**src/rtl/rv32i_pkg.sv**
```systemverilog
// rv32i_pkg: shared width codes, stage states and lane-select helper for the RV32I memory stage
package rv32i_pkg;
  localparam int XLEN_DEF = 32;
  localparam logic [1:0] SZ_B = 2'b00;
  localparam logic [1:0] SZ_H = 2'b01;
  localparam logic [1:0] SZ_W = 2'b10;
  typedef enum logic [1:0] {IDLE, BUS, DRAIN} state_e;
  function automatic logic [3:0] lane_sel(input logic [1:0] size, input logic [1:0] off);
    return size == SZ_B ? 4'b0001 << off : size == SZ_H ? (off[1] ? 4'b1100 : 4'b0011) : 4'b1111;
  endfunction
endpackage

```
**src/rtl/rv32i_load_align.sv**
```systemverilog
// rv32i_load_align: extracts the addressed byte/half from a bus word and sign- or zero-extends it
module rv32i_load_align import rv32i_pkg::*; #(
  parameter int XLEN = XLEN_DEF
) (
  input  logic [2:0]      funct3_i,
  input  logic [1:0]      off_i,
  input  logic [XLEN-1:0] data_i,
  output logic [XLEN-1:0] data_o
);
  logic [7:0] b;
  logic [15:0] h;
  always_comb begin
    b = data_i[8*off_i +: 8];
    h = off_i[1] ? data_i[31:16] : data_i[15:0];
    data_o = funct3_i[1:0] == SZ_W ? data_i
           : funct3_i[1:0] == SZ_H ? {{(XLEN-16){~funct3_i[2] & h[15]}}, h}
           : {{(XLEN-8){~funct3_i[2] & b[7]}}, b};
  end
endmodule

```
**src/rtl/rv32i_mem_pipe.sv**
```systemverilog
// rv32i_mem_pipe: RV32I memory stage, one outstanding bus cycle with flush/drain handling.
// Define RV32I_MEM_MISALIGN_EN to flag misaligned half/word accesses instead of issuing them.
module rv32i_mem_pipe import rv32i_pkg::*; #(
  parameter int XLEN   = XLEN_DEF,
  parameter int BUS_AW = XLEN - 2
) (
  input  logic              clk_i,
  input  logic              reset_i,
  input  logic              clear_i,
  input  logic              data_ready_i,
  input  logic              mem_read_i,
  input  logic              mem_write_i,
  input  logic [2:0]        funct3_i,
  input  logic [XLEN-1:0]   address_i,
  input  logic [XLEN-1:0]   store_data_i,
  input  logic [4:0]        rd_i,
  output logic [4:0]        rd_o,
  output logic              stall_o,
  output logic              data_ready_o,
  output logic [XLEN-1:0]   result_o,
  output logic              misalign_o,
  output logic              bus_stb_o,
  output logic              bus_we_o,
  output logic [BUS_AW-1:0] bus_addr_o,
  output logic [3:0]        bus_sel_o,
  output logic [XLEN-1:0]   bus_data_o,
  input  logic [XLEN-1:0]   bus_data_i,
  input  logic              bus_ack_i
);
  state_e state_q, state_d;
  logic [XLEN-1:0] result_q, result_d, data_q, data_d, load_data;
  logic [BUS_AW-1:0] addr_q, addr_d;
  logic [4:0] rd_q, rd_d;
  logic [3:0] sel_q, sel_d;
  logic [2:0] f3_q, f3_d;
  logic [1:0] off_q, off_d;
  logic dr_q, dr_d, mis_q, mis_d, we_q, we_d, mis, mem_op;
`ifdef RV32I_MEM_MISALIGN_EN
  assign mis = (funct3_i[1:0] == SZ_H && address_i[0]) || (funct3_i[1:0] == SZ_W && address_i[1:0] != 2'b00);
`else
  assign mis = 1'b0;
`endif
  assign mem_op = mem_read_i | mem_write_i;
  rv32i_load_align #(.XLEN(XLEN)) u_align (
    .funct3_i(f3_q),
    .off_i(off_q),
    .data_i(bus_data_i),
    .data_o(load_data)
  );
  always_comb begin
    state_d = state_q;
    result_d = result_q;
    rd_d = rd_q;
    dr_d = 1'b0;
    mis_d = 1'b0;
    we_d = we_q;
    addr_d = addr_q;
    sel_d = sel_q;
    data_d = data_q;
    f3_d = f3_q;
    off_d = off_q;
    if (state_q == IDLE) begin
      if (data_ready_i && !clear_i) begin
        rd_d = rd_i;
        if (mem_op && !mis) begin
          state_d = BUS;
          we_d = mem_write_i;
          addr_d = address_i[XLEN-1:2];
          sel_d = lane_sel(funct3_i[1:0], address_i[1:0]);
          data_d = funct3_i[1:0] == SZ_B ? {(XLEN/8){store_data_i[7:0]}}
                 : funct3_i[1:0] == SZ_H ? {(XLEN/16){store_data_i[15:0]}} : store_data_i;
          f3_d = funct3_i;
          off_d = address_i[1:0];
        end else begin
          dr_d = 1'b1;
          result_d = address_i;
          mis_d = mis & mem_op;
        end
      end
    end else if (bus_ack_i) begin
      state_d = IDLE;
      dr_d = state_q == BUS && !clear_i;
      result_d = dr_d ? (we_q ? '0 : load_data) : result_q;
    end else if (clear_i) begin
      state_d = DRAIN;
    end
  end
  always_ff @(posedge clk_i) begin
    if (reset_i) begin
      state_q <= IDLE;
      result_q <= '0;
      rd_q <= '0;
      dr_q <= 1'b0;
      mis_q <= 1'b0;
      we_q <= 1'b0;
      addr_q <= '0;
      sel_q <= '0;
      data_q <= '0;
      f3_q <= '0;
      off_q <= '0;
    end else begin
      state_q <= state_d;
      result_q <= result_d;
      rd_q <= rd_d;
      dr_q <= dr_d;
      mis_q <= mis_d;
      we_q <= we_d;
      addr_q <= addr_d;
      sel_q <= sel_d;
      data_q <= data_d;
      f3_q <= f3_d;
      off_q <= off_d;
    end
  end
  assign stall_o = state_q != IDLE;
  assign bus_stb_o = stall_o;
  assign bus_we_o = we_q;
  assign bus_addr_o = addr_q;
  assign bus_sel_o = sel_q;
  assign bus_data_o = data_q;
  assign data_ready_o = dr_q;
  assign result_o = result_q;
  assign rd_o = rd_q;
  assign misalign_o = mis_q;
endmodule

```
**config.mk**
```make
export PLATFORM = sky130hd
export DESIGN_NAME = rv32i_mem_pipe
export DESIGN_NICKNAME = d
export VERILOG_FILES = /design/src/rtl/rv32i_pkg.sv /design/src/rtl/rv32i_load_align.sv /design/src/rtl/rv32i_mem_pipe.sv
export SDC_FILE = /design/constraint.sdc
export NUM_CORES = 1
export LEC_CHECK = 0
export CORE_MARGIN = 4
export CORE_UTILIZATION = 46
export DETAILED_ROUTE_END_ITERATION = 8
export GPL_ROUTABILITY_DRIVEN = 0
export MAX_ROUTING_LAYER = met4
export PLACE_DENSITY_LB_ADDON = 0.1
export SYNTH_ARGS = -nofsm -noshare
export SYNTH_HDL_FRONTEND = slang
export SYNTH_SLANG_ARGS = --single-unit
```
**constraint.sdc**
```tcl
create_clock -name clk_i -period 4.2 [get_ports clk_i]
set_clock_uncertainty 0.15 [all_clocks]
set_input_delay 0.63 -clock clk_i [delete_from_list [all_inputs] [get_ports clk_i]]
set_output_delay 0.63 -clock clk_i [all_outputs]
set_load 0.02 [all_outputs]
```
Yosys cells after proc, flatten, opt, wreduce, memory -nomap -nowiden --
Cells that the tools add are included. Widths: inputs -> output; s select.
Word-level totals: input port bits 111, bits in registers 112, output and inout bits 108, word-level logic and storage cells 59
Operators by class: shifts and indexed selects 2, bitwise logic cells 4, reductions and logical operators 13, muxes and demuxes 23, equality and inequality tests 7
Operator list (number):
- $mux 32 | 10
- $shiftx 32x6->8 | 1
- $mux 16 | 1
- $mux 4 | 3
- $mux 2 | 5
- $eq 2x1->1 const B | 3
- $reduce_and 3->1 | 2
- $reduce_bool 2->1 | 3
- $logic_not 2->1 | 2
- $mux 1 | 4
- $ne 2x2->1 const B | 2
- $reduce_and 4->1 | 1
- $shl 1x2->4 const A | 1
- $reduce_bool 3->1 | 1
- $and 1x1->1 | 2
- $eq 2x2->1 const B | 1
- $logic_and 1x1->1 | 2
- $ne 2x1->1 const B | 1
- $reduce_and 2->1 | 1
- $logic_not 1->1 | 1
- $not 1->1 | 1
- $or 1x1->1 | 1

Longest topological paths before layout --
Gate-level depths: netlist (run 1).
depth in word-level cells 8, gate-level depth with buffers 7

Cells and area by module --
From an unflattened synthesis (run 1), not the netlist that was laid out.
Second synthesis, totals: cells, all modules 678, area, all modules 5874.4 um2
By module, submodules not included:
- rv32i_mem_pipe | instances 1, cells each 578, area each 5133.7 um2, seq. area each 2242.2 um2
- rv32i_load_align | instances 1, cells each 100, area each 740.7 um2, seq. area each 0.0 um2

Worst setup path before layout (run 1) --
No wires, ideal clock.
path type register to output, start register state_q[0], end output port stall_o, cell stages (with the launch flop) 6, data arrival time 1493 ps, path slack 1927 ps, path through dfxtp_1 nor2_1 clkbuf_1 buf_1 inv_1 buf_4
Between the ends: longest elaborated chain between the ends 1
RTL lines:
- start: declaration | RTL line rv32i_mem_pipe.sv:30 | state_e state_q, state_d;
- start signal: assignment | RTL line rv32i_mem_pipe.sv:102 | state_q <= state_d;
- $reduce_bool 2->1 | RTL line rv32i_mem_pipe.sv:115 | assign stall_o = state_q != IDLE;
- end: declaration | RTL line rv32i_mem_pipe.sv:18 | output logic stall_o,
No other way between the ends.

Worst setup path in the final report (run 1) --
start register state_q[0], end output port bus_stb_o
Between the ends: longest elaborated chain between the ends 1
RTL lines:
- $reduce_bool 2->1 | RTL line rv32i_mem_pipe.sv:115
- end: declaration | RTL line rv32i_mem_pipe.sv:22 | output logic bus_stb_o,
No other way between the ends.

==> flow_summary.ini, run 1 <==
[outcome]
outcome = finished clean

[placement]
numPortBuffers = 217
post-place-ws_ps = 1060
place.detailed.hpwl_mm = 12.4
dp.cells = 884

[sta]
whs_ps = 313
tightest_slew_ps = 1100
maxSlewViolCount = 0
finalHoldViolCount = 0
clock.fmax_mhz = 314
setup_ws_ps = 1010
tns_ps = 0
rsz0062_at_grt = no
period_share = 0.759
slew_headroom = 0.260
fin_crit_ps = 3190
setup_viol = 0

[synth]
async_flop_share = 0
synth-main-ff-cell = dfxtp_1
synth_edf_count = 0
ys_types = 44
yosysWarnings = 0
synth_area_leaders = dfxtp_1 (45%), nor2_1 (8.1%), mux2i_1 (6.2%)
netlist.area_leader.share = 0.450
synth_most_common_cell = dfxtp_1
synth-seq-area-share = 0.450
synth_nets = 692
syn_area_um2 = 4980
synth_seq_cells = 112
synth_cells = 581
yosys-top-cells-count = dfxtp_1 (112), nor2_1 (108), nand2_1 (61)
synth.avg_cell_area_um2 = 8.58
synth_area_leader_cell = dfxtp_1

[setup_path]
r2r-end = result_o[27]
cp-start-kind = flip-flop
worstSetupPathType = reg -> out
cp.required_ps = 3420
end_kind = output port
cp.arrival_ps = 2410
path_max_fanout = 46
r2r_setup_slack_ps = 1440
worst_r2r_path_depth = 4
reg2reg_from = off_q[1]

[drt]
route.detailed.wl_per_inst_um = 18.7
vias_per_cell = 5.64
num_vias = 5071
firstDrtPassIters = 5
antenna_left = 0
drtIter0Drc = 360
drt-total-wl_mm = 16.8
drc_errors = 0

[power_and_ir_drop]
cellPowerDensity_nw_per_um2 = 330
pwr-share-comb = 0.217
p_sw_frac = 0.268
p_int_mw = 1.78
ir_worst_vdd_v = 0.000193
leakagePower_nw = 2.54
p_sw_mw = 0.652
pwr-share-seq = 0.472
clkPwrFrac = 0.311

[global_route]
grt.overflow.total = 0
grt_usage = 0.265
grt_max_degree = 91
antenna_found_initial = 0
grt_pass1_wl_mm = 26.2
grt_pass1_vias = 5003

[clocking]
post-cts-setup-buffers = 0
holdBufCountCts = 0
cts_buffer_depth = 2
cts_tree = done
clock_sinks = 112
path_clk_slew_ps = 90
htreeDepth = 3
insertion_delay_ps = 370
root_buffer = clkbuf_8
cts_buffers = 9
cts-resized-gates = 0

[floorplan]
rows = 37
die_h_um = 112
coreArea_um2 = 10500
die_w_um = 112
initial_core_util = 0.476
die-area_um2 = 12600
boundaryPins = 219

[worst_hold_path]
hp-start = bus_data_o[30]
hold_depth = 2
min_to = bus_data_o[30]
hold_class = reg -> reg

[cells_and_area]
drive_gt1_frac = 0.0498
nets = 870
n_antenna_cell = 0
instances_no_fill = 899
area_delta_synth_final_pct = 48.1

[job]
drv_cap = 0
## per-stage QoR
| stage | cell area, um2 | util | total power, mW |
|---|---|---|---|
| 2_1_floorplan | 4980 | - | 1.43 |
| 3_5_place_dp | 7150 | 0.683 | 1.70 |
| 3_3_place_gp | 7150 | 0.683 | 1.69 |
| 5_1_grt | 7380 | 0.705 | 2.54 |
| 6_report | 7380 | 0.705 | 2.44 |
| 4_1_cts | 7380 | 0.705 | 2.45 |
## cell families after synthesis
family	Yosys count	synth area share
AO/OA/AOI/OAI	173	0.260
buffers and inverters	59	0.0535
flip-flops	112	0.450
multiplexers	32	0.0645
other	1	0.000752
AND/OR/NAND/NOR	204	0.172
## power groups by stage
stage / logic, mW / clock network, mW / registers (mW)
after global routing: 0.567 / 0.819 / 1.16
after global placement: 0.519 / 0 / 1.17
after detailed placement: 0.526 / 0 / 1.17
final: 0.529 / 0.757 / 1.15
after CTS: 0.528 / 0.776 / 1.15
after floorplan: 0.200 / 0 / 1.23
## layout make-up
cell class                      instances  area (um2)
Sequential cell                       112        2240
Inverter                                2        7.51
Tap cell                              136         170
Clock inverter                          3        90.1
Multi-Input combinational cell        410        2500
Fill cell                             851        3080
Clock buffer                           12         145
Timing Repair Buffer                  224        2220
## worst max-delay path by stage
stage,from,end,slack [ps],depth (start not counted)
3_5_place_dp,clear_i,result_o[23],1060,5
2_1_floorplan,state_q[0],stall_o,1930,5
3_3_place_gp,clear_i,result_o[18],1180,5
6_report,state_q[0],bus_stb_o,1010,3
4_1_cts,state_q[0],bus_stb_o,990,3
5_1_grt,state_q[0],bus_stb_o,840,3
## sequential cells by signal, summed over array words and instances, names as in the netlist
register      flops
rd_o              5
bus_we_o          1
off_q             2
result_o         32
f3_q              3
bus_sel_o         4
state_q           2
bus_addr_o       30
bus_data_o       32
data_ready_o      1
## cells in the final DEF, fill, tap and decap left out, types with 2 or more instances in the layout
cell type,netlist,final
a211o_1,5,5
a211oi_1,26,26
a211oi_2,2,2
a21oi_1,40,40
a221oi_1,9,9
a22oi_1,22,22
a311oi_1,9,9
a311oi_2,5,5
a32oi_1,29,29
buf_4,9,8
bufinv_16,0,3
clkbuf_1,37,2
clkbuf_8,0,10
clkdlybuf4s50_1,0,216
dfxtp_1,112,112
inv_1,2,2
mux2i_1,31,31
nand2_1,61,61
nand2b_1,3,3
nor2_1,108,107
nor2b_1,2,2
nor3_1,16,16
nor3b_1,3,2
o21ai_0,17,17
## worst max-delay path, stage by stage, from the launching register on
cell and delay (ps):
dfxtp_1 410, nor2_4 820, inv_1 190, clkdlybuf4s50_1 590
## routing by layer
layer,vias up,global-route usage,part of all wire
met3,31,0.0442,0.068
met1,2356,0.356,0.45
met5,-,-,0
li1,2470,-,-
met2,214,0.402,0.45
met4,0,0.0994,0.027
Note: power is estimated with default switching activity, not from simulation.
==> inputs of run 2 (changes only) <==
--- a/config.mk
+++ b/config.mk
@@ -6,7 +6,7 @@
 export NUM_CORES = 1
 export LEC_CHECK = 0
 export CORE_MARGIN = 4
-export CORE_UTILIZATION = 46
+export CORE_UTILIZATION = 42
 export DETAILED_ROUTE_END_ITERATION = 8
 export GPL_ROUTABILITY_DRIVEN = 0
 export MAX_ROUTING_LAYER = met4
==> constraint.sdc (replaced) <==
create_clock -name clk_i -period 3.3 [get_ports clk_i]
set_clock_uncertainty 0.15 [all_clocks]
set_input_delay 0.495 -clock clk_i [delete_from_list [all_inputs] [get_ports clk_i]]
set_output_delay 0.495 -clock clk_i [all_outputs]
set_load 0.02 [all_outputs]
==> run 2 against run 1 <==
Via count rose by 2.9%. Power is 32% higher. Clock power up 41%. Largest cell class unchanged. First-iteration DRC count is 88% higher. Design area is 1.9% higher. Critical path depth did not move. Register-to-register slack got worse by 700 ps. Combinational power is 30% higher. Critical endpoint unchanged. Non-clock buffer count up 7. Worst setup slack got worse by 370 ps.
==> flow_summary.ini, run 2 (same netlist as run 1, synthesis figures left out) <==
[setup_path]
cp-start-kind = flip-flop
worstSetupPathType = reg -> out
cp.required_ps = 2650
cp.arrival_ps = 2010
path_max_fanout = 28
end_kind = output port

[clocking]
path_clk_slew_ps = 70
root_buffer = clkbuf_16
clock_sinks = 112
insertion_delay_ps = 360
post-cts-setup-buffers = 0
htreeDepth = 3
holdBufCountCts = 0
cts-resized-gates = 0
cts_buffer_depth = 2
cts_tree = done
cts_buffers = 9

[sta]
setup_viol = 0
tightest_slew_ps = 1160
period_share = 0.805
setup_ws_ps = 643
rsz0062_at_grt = no
tns_ps = 0
slew_headroom = 0.224
finalHoldViolCount = 0
clock.fmax_mhz = 376
maxSlewViolCount = 0
fin_crit_ps = 2660

[cells_and_area]
register_area_um2 = 2240
multi_input_area_um2 = 2500
n_antenna_cell = 0
layout_commonest_cell = clkdlybuf4s50_1
layout_common_cells = clkdlybuf4s50_1 (216), dfxtp_1 (112), nor2_1 (107)
drive_gt1_frac = 0.0585
area_delta_synth_final_pct = 50.9
nets = 877
nFillCells = 955

[outcome]
outcome = finished clean

[drt]
drt-total-wl_mm = 17.7
drc_errors = 0
antenna_left = 0
drtIter0Drc = 676
firstDrtPassIters = 6
num_vias = 5216
route.detailed.wl_per_inst_um = 19.4
vias_per_cell = 5.72

[placement]
place.detailed.hpwl_mm = 12.8
post-place-ws_ps = 549
numPortBuffers = 217

[floorplan]
initial_core_util = 0.433
die-area_um2 = 13700
coreArea_um2 = 11500
boundaryPins = 219
die_w_um = 117
die_h_um = 117
rows = 39

[global_route]
grt_pass1_wl_mm = 26.7
grt_max_degree = 73
grt.overflow.total = 0
antenna_found_initial = 0
grt_usage = 0.260
grt_pass1_vias = 4983

[power_and_ir_drop]
ir_worst_vdd_v = 0.000429
leakagePower_nw = 2.60
power.total_mw = 3.22
cellPowerDensity_nw_per_um2 = 429

[worst_hold_path]
hold_class = reg -> reg

[job]
drv_cap = 0
run 2: layout make-up:
type / instances / share of cell area
multi-input cells: 410 / 0.333
clock inverters: 4 / 0.00632
well taps: 143 / 0.0238
clock buffers: 10 / 0.0304
repair buffers: 231 / 0.307
inverters: 2 / 0.000998
flip-flops and latches: 112 / 0.298
run 2: stage by stage:
step / instances / instance area [um2] / utilization / hold slack, ps
floorplan: 581 / 4980 / - / 313
global placement: 898 / 7240 / 0.629 / 294
detailed placement: 898 / 7240 / 0.629 / 298
CTS: 912 / 7520 / 0.653 / 308
global route: 912 / 7520 / 0.653 / 332
finish: 912 / 7520 / 0.653 / 304
run 2: worst max-delay path: stages (launching register included):
cell             delay, ps
dfxtp_1                380
nor2_4                 580
inv_1                  120
clkdlybuf4s50_1        560
run 2: path summary, 6_finish.rpt:
| check | startpoint | end | slack (ps) | depth (start not counted) |
|---|---|---|---|---|
| max | state_q[0] | bus_stb_o | 640 | 3 |
| min | bus_data_o[1] | bus_data_o[1] | 300 | 2 |
| max reg2reg | f3_q[0] | result_o[26] | 740 | 4 |
| min reg2reg | bus_data_o[1] | bus_data_o[1] | 300 | 2 |
run 2: per-layer routing:
metal / wire length (um) / global-route usage / vias to the layer above
met1: 7860 / 0.359 / 2426
met4: 269 / 0.0650 / 0
met5: 0 / - / -
met2: 7900 / 0.373 / 279
met3: 1700 / 0.0776 / 24
li1: - / - / 2487
run 2: power breakdown:
part	switching, mW	total, mW	internal (mW)
Clock	0.492	1.07	0.578
Sequential	0.0438	1.46	1.42
Combinational	0.352	0.690	0.339
Total	0.887	3.22	2.34
==> inputs of run 3 (changes only) <==
==> constraint.sdc (replaced) <==
create_clock -name clk_i -period 2.6 [get_ports clk_i]
set_clock_uncertainty 0.15 [all_clocks]
set_input_delay 0.39 -clock clk_i [delete_from_list [all_inputs] [get_ports clk_i]]
set_output_delay 0.39 -clock clk_i [all_outputs]
set_load 0.02 [all_outputs]
==> run 3 against run 2 <==
Critical path depth is 3 higher. Global-route usage is 0.24 points lower. Design area is 0.85% higher. Sequential cell count stayed put. Count of clock-buffer cells in the layout is 3 higher. First-iteration DRC count is 14% lower. Critical endpoint is now result_o[2]. Core utilization is 0.55 points higher. Worst setup slack worse by 380 ps. Sequential share of layout area is 0.25 points lower. Clock power is 24% higher. Combinational power is 28% higher. Die area stayed put.
==> flow_summary.ini, run 3 (same netlist as run 1, synthesis figures left out) <==
[outcome]
outcome = finished clean

[cells_and_area]
nFillCells = 983
drive_gt1_frac = 0.0683
area_delta_synth_final_pct = 52.2
layout_commonest_cell = clkdlybuf4s50_1
fin_util = 0.659
n_antenna_cell = 0
final_area_um2 = 7580
instances_no_fill = 919
layout_common_cells = clkdlybuf4s50_1 (216), dfxtp_1 (112), nor2_1 (107)
nets = 885

[power_and_ir_drop]
cellPowerDensity_nw_per_um2 = 537
clkPwrFrac = 0.327
p_sw_mw = 1.09
p_int_mw = 2.98
pwr-share-comb = 0.217
p_sw_frac = 0.268
leakagePower_nw = 2.65
power.total_mw = 4.07
pwr-share-seq = 0.456
ir_worst_vdd_v = 0.000404

[setup_path]
r2r_setup_slack_ps = 260
cp.arrival_ps = 2450
cp.required_ps = 2720
worstSetupPathType = reg -> reg
reg2reg_from = f3_q[1]
path_max_fanout = 6
r2r-end = result_o[2]
cp-start-kind = flip-flop
end_kind = flip-flop
worst_r2r_path_depth = 6

[placement]
postPlaceCellArea_um2 = 7300
place.detailed.hpwl_mm = 13.2
post-place-ws_ps = 54.5
numPortBuffers = 217
dp.cells = 906

[floorplan]
die-area_um2 = 13700
coreArea_um2 = 11500
boundaryPins = 219
rows = 39
die_h_um = 117
die_w_um = 117
initial_core_util = 0.433

[global_route]
grt_pass1_vias = 5013
grt_usage = 0.257
grt.overflow.total = 0
grt_pass1_wl_mm = 26.6
grt_max_degree = 48
antenna_found_initial = 0

[sta]
rsz0062_at_grt = no
clock.fmax_mhz = 428
tns_ps = 0
setup_viol = 0
fin_crit_ps = 2340
whs_ps = 311
period_share = 0.899
finalHoldViolCount = 0
slew_headroom = 0.554
setup_ws_ps = 263
maxSlewViolCount = 0
tightest_slew_ps = 664

[clocking]
path_clk_slew_ps = 70
insertion_delay_ps = 350
htreeDepth = 3
clock_sinks = 112
cts-resized-gates = 0
cts_tree = done
cts_buffer_depth = 2
root_buffer = clkbuf_16
cts_buffers = 9
holdBufCountCts = 0
post-cts-setup-buffers = 0

[drt]
drc_errors = 0
vias_per_cell = 5.75
drtIter0Drc = 582
drt-total-wl_mm = 17.6
route.detailed.wl_per_inst_um = 19.2
num_vias = 5284
antenna_left = 0
firstDrtPassIters = 8

[worst_hold_path]
hold_depth = 2
hp-start = bus_data_o[3]
min_to = bus_data_o[3]
hold_class = reg -> reg

[job]
drv_cap = 0
-- run 3: cell count changes in the layout (fill, tap and decap cells not counted) --
cell	before	now
buf_4	12	20
clkbuf_8	0	4
clkinv_2	2	0
bufinv_16	1	0
clkbuf_1	1	0
clkinvlp_4	1	0
-- run 3: critical path, stage by stage, from the launching register on --
cell	delay, ps
dfxtp_1	410
nor2b_1	340
nor3_1	130
nor3_1	530
buf_4	250
a22oi_1	130
a311oi_2	300
-- run 3: worst max path at each step --
stage	start	endpoint	slack [ps]	cells past startpoint
after floorplan	state_q[0]	stall_o	570	5
after global placement	clear_i	bus_addr_o[9]	130	6
after detailed placement	clear_i	bus_addr_o[3]	50	6
after CTS	f3_q[1]	result_o[2]	350	6
after global routing	f3_q[1]	result_o[2]	150	6
final	f3_q[1]	result_o[2]	260	6
-- run 3: routing by layer --
| metal | vias to the layer above | wire length (um) | global-route usage |
|---|---|---|---|
| met3 | 21 | 1690 | 0.0643 |
| met5 | - | 0 | - |
| met4 | 0 | 294 | 0.0696 |
| li1 | 2498 | - | - |
| met2 | 274 | 8020 | 0.393 |
| met1 | 2491 | 7620 | 0.341 |
-- run 3: power by group through the flow --
stage / sequential (mW) / clock, mW / combinational, mW
6_report: 1.86 / 1.33 / 0.884
5_1_grt: 1.87 / 1.42 / 0.946
4_1_cts: 1.86 / 1.36 / 0.881
3_5_place_dp: 1.89 / 0 / 0.876
3_3_place_gp: 1.89 / 0 / 0.861
2_1_floorplan: 1.98 / 0 / 0.323
-- run 3: layout make-up --
cell class | count | area, um2 | area share
Timing Repair Buffer | 239 | 2370 | 0.313
Sequential cell | 112 | 2240 | 0.296
Clock buffer | 13 | 280 | 0.0370
Tap cell | 143 | 179 | 0.0236
Multi-Input combinational cell | 410 | 2500 | 0.330
Inverter | 2 | 7.51 | 0.000990
